### config.mk
export PLATFORM = sky130hd
export DESIGN_NAME = spdif_tx
export DESIGN_NICKNAME = d
export VERILOG_FILES = /design/src/rtl/spdif_tx.sv
export SDC_FILE = /design/constraint.sdc
export NUM_CORES = 1
export LEC_CHECK = 0
export CAP_MARGIN = 20
export CORE_MARGIN = 4
export CORE_UTILIZATION = 30
export DETAILED_ROUTE_END_ITERATION = 10
export PLACE_DENSITY = 0.53
export SLEW_MARGIN = 20
export SYNTH_ARGS = -nofsm -noshare
export SYNTH_HDL_FRONTEND = slang
export SYNTH_SLANG_ARGS = --single-unit
### constraint.sdc
create_clock -name clk -period 5.44 [get_ports clk]
set_input_delay 1.088 -clock clk [delete_from_list [all_inputs] [get_ports clk]]
set_output_delay 1.088 -clock clk [all_outputs]
set_load 0.03 [all_outputs]
### src/rtl/spdif_tx.sv
// rtl/spdif_tx.sv - SPDIF BMC transmitter with one-entry stereo holding register
//
// Ports:
//   clk, resetb          clock (rising edge) and asynchronous active-low reset
//   ena                  transmit enable, sampled at frame boundaries
//   s_left, s_right      24-bit two's-complement stereo pair
//   s_valid, s_ready     pair handshake into the holding register
//   cs_word              channel-status bits 0..31, latched at the start of frame 0
//   tx_out               BMC-encoded line
//   busy                 high while a frame is being sent
//   underrun             one-cycle pulse when a frame starts with no data
//   block_start          one-cycle pulse on the first cycle of a B preamble
module spdif_tx #(
    parameter int CLK_DIV = 4
) (
    input  logic        clk,
    input  logic        resetb,
    input  logic        ena,
    input  logic [23:0] s_left,
    input  logic [23:0] s_right,
    input  logic        s_valid,
    output logic        s_ready,
    input  logic [31:0] cs_word,
    output logic        tx_out,
    output logic        busy,
    output logic        underrun,
    output logic        block_start
);

    localparam logic [1:0] ST_IDLE     = 2'd0;
    localparam logic [1:0] ST_PREAMBLE = 2'd1;
    localparam logic [1:0] ST_DATA     = 2'd2;

    localparam logic [7:0] PRE_B    = 8'b11101000;
    localparam logic [7:0] PRE_M    = 8'b11100010;
    localparam logic [7:0] PRE_W    = 8'b11100100;
    localparam logic [7:0] DIV_LAST = 8'(CLK_DIV - 1);

    logic [1:0]  state;
    logic [7:0]  div_cnt;
    logic [5:0]  hc;          // half-cell index within the subframe (0..63)
    logic        sub;         // 0 = left subframe, 1 = right subframe
    logic [7:0]  frame;       // 0..191 within the channel-status block
    logic [7:0]  pre_pat;     // preamble of the current subframe, already level-adjusted
    logic [31:0] cs_lat;
    logic [23:0] hold_l;
    logic [23:0] hold_r;
    logic        hold_full;
    logic [23:0] shift_l;
    logic [23:0] shift_r;
    logic        shift_v;

    logic        hc_end;
    logic        sub_end;
    logic        start_left;
    logic        start_right;
    logic        go_idle;
    logic [7:0]  frame_nxt;
    logic [7:0]  start_pat;
    logic [5:0]  hc_nxt;
    logic [23:0] cur_sample;
    logic        cur_c;
    logic        cur_par;
    logic        cur_bit;
    logic [4:0]  data_idx;

    assign s_ready = !hold_full;
    assign busy    = (state != ST_IDLE);

    assign hc_end      = (state != ST_IDLE) && (div_cnt == DIV_LAST);
    assign sub_end     = hc_end && (hc == 6'd63);
    assign start_left  = ((state == ST_IDLE) && ena) || (sub_end && sub && ena);
    assign start_right = sub_end && !sub;
    assign go_idle     = sub_end && sub && !ena;
    assign hc_nxt      = hc + 6'd1;

    // Leaving IDLE always begins a new block; otherwise step the block counter.
    assign frame_nxt = (state == ST_IDLE) ? 8'd0 :
                       (frame == 8'd191)  ? 8'd0 : frame + 8'd1;

    assign start_pat = start_right ? PRE_W :
                       (frame_nxt == 8'd0) ? PRE_B : PRE_M;

    assign cur_sample = sub ? shift_r : shift_l;
    assign cur_c      = (frame < 8'd32) ? cs_lat[frame[4:0]] : 1'b0;
    // U is always 0, so it does not contribute to the parity.
    assign cur_par    = ^{cur_sample, shift_v, cur_c};
    assign data_idx   = hc[5:1] - 5'd4;

    always_comb begin
        cur_bit = 1'b0;
        if (data_idx < 5'd24) begin
            cur_bit = cur_sample[data_idx];
        end else begin
            case (data_idx)
                5'd24:   cur_bit = shift_v;
                5'd26:   cur_bit = cur_c;
                5'd27:   cur_bit = cur_par;
                default: cur_bit = 1'b0;
            endcase
        end
    end

    always_ff @(posedge clk or negedge resetb) begin
        if (!resetb) begin
            state       <= ST_IDLE;
            div_cnt     <= 8'd0;
            hc          <= 6'd0;
            sub         <= 1'b0;
            frame       <= 8'd0;
            pre_pat     <= 8'd0;
            cs_lat      <= 32'd0;
            hold_l      <= 24'd0;
            hold_r      <= 24'd0;
            hold_full   <= 1'b0;
            shift_l     <= 24'd0;
            shift_r     <= 24'd0;
            shift_v     <= 1'b0;
            tx_out      <= 1'b0;
            underrun    <= 1'b0;
            block_start <= 1'b0;
        end else begin
            underrun    <= 1'b0;
            block_start <= 1'b0;

            if (start_left || start_right) begin
                state   <= ST_PREAMBLE;
                div_cnt <= 8'd0;
                hc      <= 6'd0;
                sub     <= start_right;
                // Preamble is inverted when the line currently sits high.
                pre_pat <= start_pat ^ {8{tx_out}};
                tx_out  <= start_pat[7] ^ tx_out;
                if (start_left) begin
                    frame <= frame_nxt;
                    if (frame_nxt == 8'd0) begin
                        cs_lat      <= cs_word;
                        block_start <= 1'b1;
                    end
                    if (hold_full) begin
                        shift_l   <= hold_l;
                        shift_r   <= hold_r;
                        shift_v   <= 1'b0;
                        hold_full <= 1'b0;
                    end else begin
                        shift_l  <= 24'd0;
                        shift_r  <= 24'd0;
                        shift_v  <= 1'b1;
                        underrun <= 1'b1;
                    end
                end
            end else if (go_idle) begin
                state   <= ST_IDLE;
                frame   <= 8'd0;
                div_cnt <= 8'd0;
                hc      <= 6'd0;
                sub     <= 1'b0;
            end else if (hc_end) begin
                div_cnt <= 8'd0;
                hc      <= hc_nxt;
                if (hc == 6'd7) begin
                    state <= ST_DATA;
                end
                if (hc_nxt < 6'd8) begin
                    tx_out <= pre_pat[3'd7 - hc_nxt[2:0]];
                end else if (!hc_nxt[0]) begin
                    tx_out <= ~tx_out;           // slot boundary
                end else if (cur_bit) begin
                    tx_out <= ~tx_out;           // mid-slot toggle for a 1
                end
            end else if (state != ST_IDLE) begin
                div_cnt <= div_cnt + 8'd1;
            end

            // Accept only when empty, so this never collides with a load;
            // a pair offered at a load edge simply lands after the load.
            if (s_valid && !hold_full) begin
                hold_l    <= s_left;
                hold_r    <= s_right;
                hold_full <= 1'b1;
            end
        end
    end

endmodule
==> impl_metrics.csv <==
group,metric,value,unit
cts,clockRootBuffer,"clkbuf_16",
cts,clk_pin_slew_worst_paths,0.07,ns
global_route,grt_pass1_vias,5585,
layout,fin_nets,882,
global_route,grt_pass1_wl,29.36,mm
sta,fin_crit_sh,64.58,%
power_and_ir_drop,leakage,0.004445,uW
critical_path,r2r_slack,1.94,ns
route,drt-initial-drc-count,265,
logic_synthesis,yosysSeqAreaShare,50.60,%
cts,insertion_delay,0.42,ns
layout,multi_input_area,0.003720,mm2
sta,whs,0.4832,ns
sta,rsz0062_at_grt,"no",
sta,tns,0,ns
cts,cts_setup_buffers,0,
min_path,hold_path_end,"state[0]",
logic_synthesis,synth_edf_count,0,
cts,clk_path_buf_depth,2,
floorplanning,core,0.02628,mm2
logic_synthesis,synthMuxAreaShare,19.54,%
sta,clock_skew,0.008512,ns
sta,finalSetupViolCount,0,
logic_synthesis,synth_xor_area_share,4.998,%
cts,cts_sinks,163,
sta,drv_slew,0,
critical_path,end_kind,"output port",
route,wirelength,17.72,mm
logic_synthesis,syn_nets,812,
route,routedWlPerCell,15.53,um
layout,fill_cells,2652,
route,wl_met2,8.763,mm
power_and_ir_drop,pwr-share-seq,48.6,%
critical_path,r2r-end,"cs_lat[5]",
floorplanning,start_util,30.68,%
floorplanning,die_x,171.9,um
sta,timing.final.hold_violations,0,
critical_path,critPathArrivalTime,2.43,ns
placement,gp_congestion,0.7553,
sta,maxSlewHeadroom,39.77,%
min_path,hold_path_class,"reg -> reg",
critical_path,crit_fanout,11,
sta,tightestPinTransition,0.9016,ns
placement,numPortBuffers,88,
cts,cts_resized,0,
critical_path,r2r_cells,7,
logic_synthesis,yosysWarningCount,0,
status,status,"finished clean",
critical_path,max_stage_delay,0.69,ns
logic_synthesis,synthTopCellsByArea,"dfrtp_1 (51%), mux2_2 (11%), nand2_1 (6.1%)",
floorplanning,row_count,59,
route,ant_nets,0,
route,vias,5468,
floorplanning,io_pins,89,
placement,placed_area,0.009179,mm2
logic_synthesis,yosys.cell_types.count,53,
critical_path,crit_type,"reg -> out",
critical_path,startpoint_type,"flip-flop",
sta,fmax,0.2847,GHz
cts,cts_max_level,4,
logic_synthesis,synthAdderAreaFrac,0.7760,%
global_route,overflow,0,
logic_synthesis,synth_top_cells_by_count,"dfrtp_1 (163), nand2_1 (130), mux2_2 (78), o21ai_0 (78), clkbuf_1 (27)",
power_and_ir_drop,peakVddDrop,0.1846,mV
placement,place_inst,1109,
route,top_layer_used,"met4",
logic_synthesis,synth-async-reset-ratio,100.0,%
route,vias_per_cell,4.792,
logic_synthesis,synth_top_family_by_area,"multiplexers",
critical_path,slowest_stage,"clkdlybuf4s50_1",
power_and_ir_drop,clock_power_share,41.2,%
logic_synthesis,synth_flop_cell,"dfrtp_1",
cts,cts_tree,"done",
cts,cts_made_buffers,17,
logic_synthesis,ys_ff_latch,163,
critical_path,cp_cell_sequence,"nor2_1 -> inv_1 -> clkdlybuf4s50_1",
power_and_ir_drop,internal-power,2228,uW
min_path,min_path_cells,2,
sta,fin_crit,3.513,ns
min_path,worstHoldStart,"state[0]",
route,wl_met1,8.350,mm
layout,stdcell_area,0.009774,mm2
placement,place_ws,1.885,ns
power_and_ir_drop,switchingPower,719.1,uW
logic_synthesis,postSynthAreaPerCell,11.15,um2
logic_synthesis,syn_area,0.008061,mm2
layout,area_delta_synth_final,21.25,%
route,drc,0,
global_route,grt_antenna_before_repair,0,
job,maxCapViolCount,0,
floorplanning,die_h,171.9,um
power_and_ir_drop,power_density,301.5,mW/mm2
global_route,grt_max_degree,91,
logic_synthesis,syn_inst,723,
layout,antenna_cells,0,
layout,drive_gt1_share,16.87,%
power_and_ir_drop,power_frac_comb,10.2,%
logic_synthesis,synth_top_area_share,50.60,%
layout,seq_area,0.004079,mm2
placement,hpwl,12.39,mm
logic_synthesis,synth_simple_gate_area_share,11.49,%
layout,fin_cells,1141,
logic_synthesis,synth_most_common_cell,"dfrtp_1",
power_and_ir_drop,swShare,24.40,%
route,route.met3.wl,446,um
cts,cts_hold_buf,0,
logic_synthesis,synth-compound-area-share,9.219,%
logic_synthesis,yosys.area.top_type,"dfrtp_1",
route,dr.pass1.iters,4,
critical_path,crit_required,4.35,ns
floorplanning,die-area,0.02956,mm2
global_route,track_usage,12.40,%
critical_path,worstReg2RegStart,"hc[1]",
sta,worst_slack,1.927,ns
==> worst max-delay path: cells and delay by family, from the launching register on <==
family	cells	cell delay, ns
buffers and inverters	2	1.07
AND/OR/NAND/NOR	1	0.53
flip-flops	1	0.40
==> power by group through the flow <==
stage	registers (uW)	logic, uW	clock network (uW)
floorplan	1420	192	0
global placement	1450	306	0
detailed placement	1460	309	0
CTS	1440	309	1250
global route	1450	338	1310
finish	1430	300	1220
==> cell families (layout without fill, tap and decap cells) <==
group                      count (synthesis)  in the layout
muxes                                    119            119
AOI/OAI and AO/OA                        127            127
xor gates and xnor gates                  46             46
DFF                                      163            163
buffers and inverters                     51            134
adders and majority gates                  5              5
and+or+nand+nor                          212            212
==> final cells by class <==
class	count	share of cell area (%)
inverters	7	0.2688
well taps	335	4.288
multi-input cells	509	38.06
clock inverters	15	1.741
repair buffers	95	9.562
flip-flops and latches	163	41.73
clock buffers	17	4.352
==> worst max path at each step <==
stage	from	endpoint	slack, ns	depth (start not counted)
floorplan	frame[0]	cs_lat[13]	2.73	12
global placement	ena	cs_lat[6]	1.90	5
detailed placement	ena	cs_lat[5]	1.88	5
CTS	state[1]	busy	1.89	3
global route	hc[1]	cs_lat[27]	1.57	7
finish	state[1]	busy	1.93	3
==> routing by layer <==
layer,GRT usage [%],vias to the layer above
met5,0,-
met4,3.076,0
met3,2.721,11
met2,20.48,52
met1,16.71,2713
li1,-,2692
==> placed cells by master, fill, tap and decap left out, types with 5 or more instances in the layout <==
cell type	n
mux2_1	5
and3_1	8
nor3_1	9
clkbuf_16	17
nand2b_1	6
mux2i_1	16
clkdlybuf4s50_1	87
clkinvlp_4	6
a211oi_1	5
nor2_1	25
nand3_1	11
mux2_2	78
dfrtp_1	163
o21ai_0	78
ha_1	5
xnor2_1	21
buf_4	7
a21oi_1	16
xor2_1	25
o31ai_1	7
and2_1	5
mux4_1	8
mux4_2	12
nand2_1	129
inv_1	6
==> registers in the layout, summed over array words and instances (netlist names), 2 cells and up <==
signal and count:
frame 8, shift_r 24, shift_l 24, hc 6, pre_pat 5, cs_lat 32
state 2, hold_r 24, div_cnt 8, hold_l 24
==> stage by stage <==
step           total power, uW  utilization, %
3_3_place_gp              1758           34.93
3_5_place_dp              1767           34.93
5_1_grt                   3099           37.19
6_report                  2947           37.19
2_1_floorplan             1614               -
4_1_cts                   2998           37.19
(Power assumes the default switching activity.)
